[src/rtl/draw_pkg.sv]
// Shared draw-path definitions: reader FSM states and the
// default pair window used by both the write counter and reader.
package draw_pkg;

  localparam int START_PAIR_DEF = 3328;
  localparam int END_PAIR_DEF   = 3456;

  typedef enum logic [2:0] {
    S_IDLE,
    S_FETCH,
    S_WAIT,
    S_EMIT_A,
    S_EMIT_B,
    S_DONE
  } rd_state_t;

endpackage

[src/rtl/pair_addr_gen.sv]
// Pair index register for the reader; produces the even/odd
// address pair and flags the final pair of the window.
module pair_addr_gen
  import draw_pkg::*;
#(
  parameter int ADDR_W     = 14,
  parameter int START_PAIR = START_PAIR_DEF,
  parameter int END_PAIR   = END_PAIR_DEF
) (
  input  logic              clk,
  input  logic              reset,
  input  logic              load,
  input  logic              inc,
  input  logic              active,
  output logic [ADDR_W-1:0] addr_a,
  output logic [ADDR_W-1:0] addr_b,
  output logic              last
);

  localparam int PW = ADDR_W - 1;

  logic [PW-1:0] pair;

  always_ff @(posedge clk) begin
    if (reset) begin
      pair <= PW'(START_PAIR);
    end else if (load) begin
      pair <= PW'(START_PAIR);
    end else if (inc) begin
      pair <= pair + PW'(1);
    end
  end

  assign last   = (pair == PW'(END_PAIR));
  assign addr_a = active ? {pair, 1'b0} : '0;
  assign addr_b = active ? {pair, 1'b1} : '0;

endmodule

[src/rtl/pair_stream_reader.sv]
// Reads even/odd word pairs from a dual-port memory and streams
// them out one word per beat, even word first.
module pair_stream_reader
  import draw_pkg::*;
#(
  parameter int DATA_W     = 16,
  parameter int ADDR_W     = 14,
  parameter int START_PAIR = START_PAIR_DEF,
  parameter int END_PAIR   = END_PAIR_DEF
) (
  input  logic              clk,
  input  logic              reset,
  input  logic              start,
  output logic              busy,
  output logic              done,
  output logic              rd_en,
  output logic [ADDR_W-1:0] addr_a,
  output logic [ADDR_W-1:0] addr_b,
  input  logic [DATA_W-1:0] rd_data_a,
  input  logic [DATA_W-1:0] rd_data_b,
  output logic [DATA_W-1:0] out_data,
  output logic              out_valid,
  input  logic              out_ready,
  output logic              out_last
);

  if (START_PAIR > END_PAIR ||
      END_PAIR >= (1 << (ADDR_W - 1))) begin : g_bad_window
    $error("pair_stream_reader: illegal pair window");
  end

  rd_state_t         state;
  logic [DATA_W-1:0] a_q;
  logic [DATA_W-1:0] b_q;
  logic              last;
  logic              load;
  logic              inc;

  assign load = (state == S_IDLE) && start;
  assign inc  = (state == S_EMIT_B) && out_ready && !last;

  pair_addr_gen #(
    .ADDR_W     (ADDR_W),
    .START_PAIR (START_PAIR),
    .END_PAIR   (END_PAIR)
  ) u_addr (
    .clk    (clk),
    .reset  (reset),
    .load   (load),
    .inc    (inc),
    .active (busy),
    .addr_a (addr_a),
    .addr_b (addr_b),
    .last   (last)
  );

  // Output word comes straight from the capture registers,
  // so it cannot move while a beat is stalled.
  assign out_data = (state == S_EMIT_A) ? a_q :
                    (state == S_EMIT_B) ? b_q : '0;

  always_ff @(posedge clk) begin
    if (reset) begin
      state     <= S_IDLE;
      a_q       <= '0;
      b_q       <= '0;
      busy      <= 1'b0;
      done      <= 1'b0;
      rd_en     <= 1'b0;
      out_valid <= 1'b0;
      out_last  <= 1'b0;
    end else begin
      done  <= 1'b0;
      rd_en <= 1'b0;
      unique case (state)
        S_IDLE: begin
          if (start) begin
            state <= S_FETCH;
            busy  <= 1'b1;
            rd_en <= 1'b1;
          end
        end
        S_FETCH: begin
          state <= S_WAIT;
        end
        S_WAIT: begin
          a_q       <= rd_data_a;
          b_q       <= rd_data_b;
          out_valid <= 1'b1;
          state     <= S_EMIT_A;
        end
        S_EMIT_A: begin
          if (out_ready) begin
            out_last <= last;
            state    <= S_EMIT_B;
          end
        end
        S_EMIT_B: begin
          if (out_ready) begin
            out_valid <= 1'b0;
            out_last  <= 1'b0;
            if (last) begin
              done  <= 1'b1;
              state <= S_DONE;
            end else begin
              rd_en <= 1'b1;
              state <= S_FETCH;
            end
          end
        end
        S_DONE: begin
          busy  <= 1'b0;
          state <= S_IDLE;
        end
        default: begin
          state <= S_IDLE;
        end
      endcase
    end
  end

endmodule

[config.mk]
export PLATFORM = sky130hd
export DESIGN_NAME = pair_stream_reader
export DESIGN_NICKNAME = d
export VERILOG_FILES = /design/src/rtl/draw_pkg.sv /design/src/rtl/pair_addr_gen.sv /design/src/rtl/pair_stream_reader.sv
export SDC_FILE = /design/constraint.sdc
export NUM_CORES = 1
export LEC_CHECK = 0
export ABC_AREA = 0
export CAP_MARGIN = 0
export CORE_UTILIZATION = 30
export DETAILED_ROUTE_END_ITERATION = 10
export PLACE_DENSITY = 0.56
export SETUP_SLACK_MARGIN = 0.2
export SLEW_MARGIN = 20
export SYNTH_ARGS = -nofsm -noshare
export SYNTH_HDL_FRONTEND = slang
export SYNTH_SLANG_ARGS = --single-unit
export TNS_END_PERCENT = 20
[constraint.sdc]
create_clock -name clk -period 2.46 [get_ports clk]
set_input_delay 0.369 -clock clk [delete_from_list [all_inputs] [get_ports clk]]
set_output_delay 0.369 -clock clk [all_outputs]
set_load 0.05 [all_outputs]
== Word level (Yosys, flattened, before mapping) ==
Cells that the tools add are included.

* Register bits: 53
* Input port bits: 36
* Output and inout bits: 49
* Logic and storage cells: 55

* Add/sub/neg operators: 1
* Eq/ne operators: 9
* Mux-type cells: 20
* Bitwise operators: 2
* Reduce and logical (&&, ||, !) cells: 14

{| class="wikitable"
|+ Operators with widths
! kind !! number
|-
| 16-bit 2-to-1 mux || 2
|-
| 14-bit 2-to-1 mux || 2
|-
| 3-bit one-hot mux with 5 select lines || 1
|-
| 13-bit by 1-bit adder with 13-bit output, second input constant || 1
|-
| 13-bit by 12-bit == test with 1-bit output, second input constant || 1
|-
| 3-bit 2-to-1 mux || 4
|-
| 1-bit one-hot mux with 2 select lines || 4
|-
| 1-bit 2-to-1 mux || 7
|-
| 3-bit by 2-bit == test with 1-bit output, second input constant || 2
|-
| 3-bit == test, second input constant || 2
|-
| 2-bit != test, second input constant || 3
|-
| 3-bit AND reduction || 2
|-
| 2-bit nonzero test || 3
|-
| 2-bit AND reduction || 2
|-
| 3-bit by 1-bit == test with 1-bit output, second input constant || 1
|-
| 1-bit logical AND || 3
|-
| 3-bit zero test || 1
|-
| 3-bit OR reduction || 1
|-
| 1-bit NOT || 2
|-
| 2-bit OR reduction || 1
|-
| 1-bit zero test || 1
|}

== Depth between registers and ports, before layout ==
* Depth after elaboration: 4
* Gate-level depth with buffers: 7
* Depth with buffers taken out: 6

== By module ==
Synthesis repeated with hierarchy kept, for this count alone.

* Cell total of the unflattened synthesis: 307
* Area total of the unflattened synthesis: 2534.9 µm²

{| class="wikitable"
|+ Modules (own cells, without submodules)
! module !! instances !! cells an instance !! area an instance (µm²) !! sequential area each (µm²)
|-
| pair_stream_reader || 1 || 203 || 1677.9 || 800.8
|-
| pair_addr_gen || 1 || 104 || 857.1 || 260.2
|}

== Worst setup path before layout ==
Ideal clock, no wire load.

* Kind: register to output
* Start: register busy
* End: output port addr_b[11]
* Arrival: 1.691 ns
* Data required time: 2.091 ns
* Slack: 0.400 ns
* Stages on the path, launching flop included: 4
* Buffers on the path: 2
* Cell sequence: dfxtp_1 -> clkbuf_1 -> and2_1 -> buf_4

* Word-level cells in the longest chain between the ends: 1

{| class="wikitable"
|+ RTL lines
! element !! line !! RTL
|-
| start: declaration || pair_stream_reader.sv:14 || <nowiki>output logic busy,</nowiki>
|-
| start signal: assignment || pair_stream_reader.sv:67 || <nowiki>busy <= 1'b0;</nowiki>
|-
| start signal: assignment || pair_stream_reader.sv:79 || <nowiki>busy <= 1'b1;</nowiki>
|-
| start signal: assignment || pair_stream_reader.sv:112 || <nowiki>busy <= 1'b0;</nowiki>
|-
| 14-bit 2-to-1 mux || pair_addr_gen.sv:36 || <nowiki>assign addr_b = active ? {pair, 1'b1} : '0;</nowiki>
|-
| end: declaration || pair_stream_reader.sv:18 || <nowiki>output logic [ADDR_W-1:0] addr_b,</nowiki>
|}

Every way passes these cells.

== Worst setup path in the final report ==
* Start: register u_addr.pair[2]
* End: output port addr_b[3]

* Word-level cells in the longest chain between the ends: 1

{| class="wikitable"
|+ RTL lines
! element !! line !! RTL
|-
| start: declaration || pair_addr_gen.sv:22 || <nowiki>logic [PW-1:0] pair;</nowiki>
|-
| start signal: assignment || pair_addr_gen.sv:26 || <nowiki>pair <= PW'(START_PAIR);</nowiki>
|-
| start signal: assignment || pair_addr_gen.sv:28 || <nowiki>pair <= PW'(START_PAIR);</nowiki>
|-
| start signal: assignment || pair_addr_gen.sv:30 || <nowiki>pair <= pair + PW'(1);</nowiki>
|-
| 14-bit 2-to-1 mux || pair_addr_gen.sv:36 ||
|}

Every way passes these cells.

==> results.yml <==
status:
  status: "finished, final reports clean"
detailed_routing:
  post-route-drc-count: 0
  wl_um: 6130
  first_iter_violations: 95
  wl_per_cell_um: 12.9
  drtPass1Iterations: 4
  via_per_inst: 4.73
  num_vias: 2240
  ant_nets: 0
clocking:
  cts_tree: "built"
  cts_made_buffers: 5
  clk_pin_slew_ns: 0.10
  post_cts_buffers: 0
  clk_latency_ns: 0.30
  clock_sinks: 53
  root_buffer: "clkbuf_8"
  cts-hold-fix-buffers: 0
  clockBufferDepth: 2
  h-tree-depth: 2
die:
  coreArea_mm2: 0.00818
  die_y_um: 93.6
  die_w_um: 93.6
  initial_core_util: 0.308
  die-area_mm2: 0.00876
  num_rows: 33
  io_pins: 85
final_layout:
  drive_gt1_frac: 0.103
  fin_nets: 406
  stdcell_count: 474
  design_area_mm2: 0.00359
  nFillCells: 818
  antenna_cells: 0
  syn_to_final_growth_pct: 42.6
global_route:
  antenna_found_initial: 0
  grt_max_degree: 34
  track_usage: 0.145
  grt_first_pass_wirelength_um: 9940
  grt_overflow_total: 0
  grt_pass1_vias: 2031
synthesis:
  ys_ff_latch: 53
  synth_fp_nets: 345
  synth_flop_cell: "dfxtp_1"
  yosys-top-cells-area: "dfxtp_1 42%, nand2_1 11%, a21oi_1 8.6%, a22o_1 5.9%, buf_4 4.5%"
  yosysTopAreaCell: "dfxtp_1"
  synth_edf_count: 0
  async_flop_share: 0
  syn-mean-instance-area_um2: 8.20
  synth_seq_area_share: 0.422
  yosys_warnings: 0
  syn-cell-area_mm2: 0.00252
  syn_inst: 307
  synthDistinctLibCells: 41
  synth_top_area_share: 0.422
timing:
  hold_ws_ns: 0.459
  fin_worst_skew_ns: 0.00467
  rsz0062_at_grt: "yes"
  drv_slew: 0
  finalSetupViolations: 0
  setup_tns_ns: 0
  hold_viol: 0
  worst_pin_slew_ns: 0.528
  max_freq_ghz: 0.447
  slew_headroom: 0.647
  layout_min_cycle_time_ns: 2.24
  fin_ws_ns: 0.225
  min_period_over_period: 0.909
power_and_ir_drop:
  clock_power_share: 0.324
  vdd_drop_max_mv: 0.251
  p_sw_uw: 501
  p_int_mw: 1.33
  swShare: 0.273
  power.leakage_nw: 1.32
  p_comb_frac: 0.170
  power_density_mw_per_mm2: 512
  pwr-share-seq: 0.506
worst_hold_path:
  worstHoldPathType: "reg -> reg"
  min_path_cells: 2
worst_setup_path:
  worst_setup_path_end_kind: "output port"
  cp_slowest_cell: "clkdlybuf4s50_1"
  worst-setup-path-type: "reg -> out"
  worstPathCellList: "and2_1, clkdlybuf4s50_1"
  startpoint_type: "flip-flop"
  crit_path_max_fanout: 10
  reg2reg_depth: 6
  slowest_delay_ns: 0.80
  arrival_ns: 1.87
  cp.required_ns: 2.09
placed_design:
  numPortBuffers: 83
  post-place-ws_ns: 0.394
  placedCellCount: 466
  hpwl_um: 4300
  gp_congestion: 0.790
  placed_cell_area_mm2: 0.00348
flow_run:
  cap_violations: 0
-- area by class of cell --
cell class,instances,area (um^2),area share
Clock inverter,2,38.8,0.0108
Timing Repair Buffer,89,1030,0.288
Multi-Input combinational cell,214,1230,0.343
Clock buffer,6,72.6,0.0202
Inverter,5,18.8,0.00523
Tap cell,105,131,0.0366
Sequential cell,53,1060,0.296
-- cells in the mapped netlist, drive strengths merged, types with 4 or more instances --
cell     n
o21ai   11
clkbuf  11
xor2     4
a22o    17
nand3    5
nor2     7
a21oi   43
buf     24
nand2   73
and2    16
dfxtp   53
inv      5
a31oi    4
and4     5
-- cell families (layout without fill, tap and decap cells) --
logic type | Yosys count | after routing | synth area share
simple gates | 127 | 127 | 0.268
compound gates | 79 | 79 | 0.193
flops | 53 | 53 | 0.422
buf+inv | 40 | 102 | 0.0890
xor+xnor | 5 | 5 | 0.0174
fa+ha+maj | 2 | 2 | 0.00994
other cells | 1 | 1 | 0.00149
-- cells in the final DEF, fill, tap and decap left out, drive strengths merged, types with 2 or more instances in the layout --
cell,Yosys,routed
and3,3,3
nand3,5,5
and4,5,5
xor2,4,4
nor3b,2,2
ha,2,2
a21oi,43,43
o21ai,11,11
clkdlybuf4s50,0,61
clkbuf,11,6
a31oi,4,4
a22o,17,17
nand4,3,3
dfxtp,53,53
and2,16,16
buf,24,22
nor2,7,7
dlygate4sd2,0,5
nand2,73,73
nor4,2,2
inv,5,5
or3,3,3
nor3,2,2
-- metrics by stage --
step           power (mW)  utilization
6_report             1.84        0.439
5_1_grt              1.92        0.439
4_1_cts              1.87        0.438
3_5_place_dp         1.27        0.425
3_3_place_gp         1.26        0.425
2_1_floorplan        1.15            -
-- registers in the layout (all words and copies together), names as in the netlist, 3 cells and up --
signal       flops
a_q             16
b_q             16
u_addr.pair     13
state            3
-- power by group through the flow --
| stage | sequential [mW] | clock [mW] | combinational [mW] |
|---|---|---|---|
| floorplan | 0.950 | 0 | 0.197 |
| global placement | 0.949 | 0 | 0.316 |
| detailed placement | 0.950 | 0 | 0.316 |
| CTS | 0.930 | 0.619 | 0.316 |
| global route | 0.939 | 0.646 | 0.337 |
| finish | 0.929 | 0.594 | 0.311 |
-- worst paths after layout --
check                           slack (ns)                        start                           end
worst min-delay path                  0.46         b_q[15]$_SDFFE_PP0P_          b_q[15]$_SDFFE_PP0P_
worst max-delay path                  0.22  u_addr.pair[2]$_SDFFE_PP0P_                     addr_b[3]
worst max register to register        0.77  u_addr.pair[0]$_SDFFE_PP0P_  u_addr.pair[11]$_SDFFE_PP1P_
worst min register to register        0.46         b_q[15]$_SDFFE_PP0P_          b_q[15]$_SDFFE_PP0P_
-- critical path, delay by kind of cell (launching register included) --
kind                   cells  cell delay, ns
buffers and inverters      1            0.80
and+or+nand+nor            1            0.21
DFF                        1            0.56
-- what timing repair did --
action,4_1_cts,5_1_grt
gates resized for setup,5,2
endpoints found under the setup margin,26,23
pin swaps,0,0
-- layer usage --
metal,up-vias,global-route usage,share of wire
li1,1162,-,-
met1,1038,0.191,0.49
met2,36,0.240,0.47
met3,4,0.0285,0.030
met4,0,0.0423,0.011
met5,-,0,0
Power figures use the tool's default switching activity.
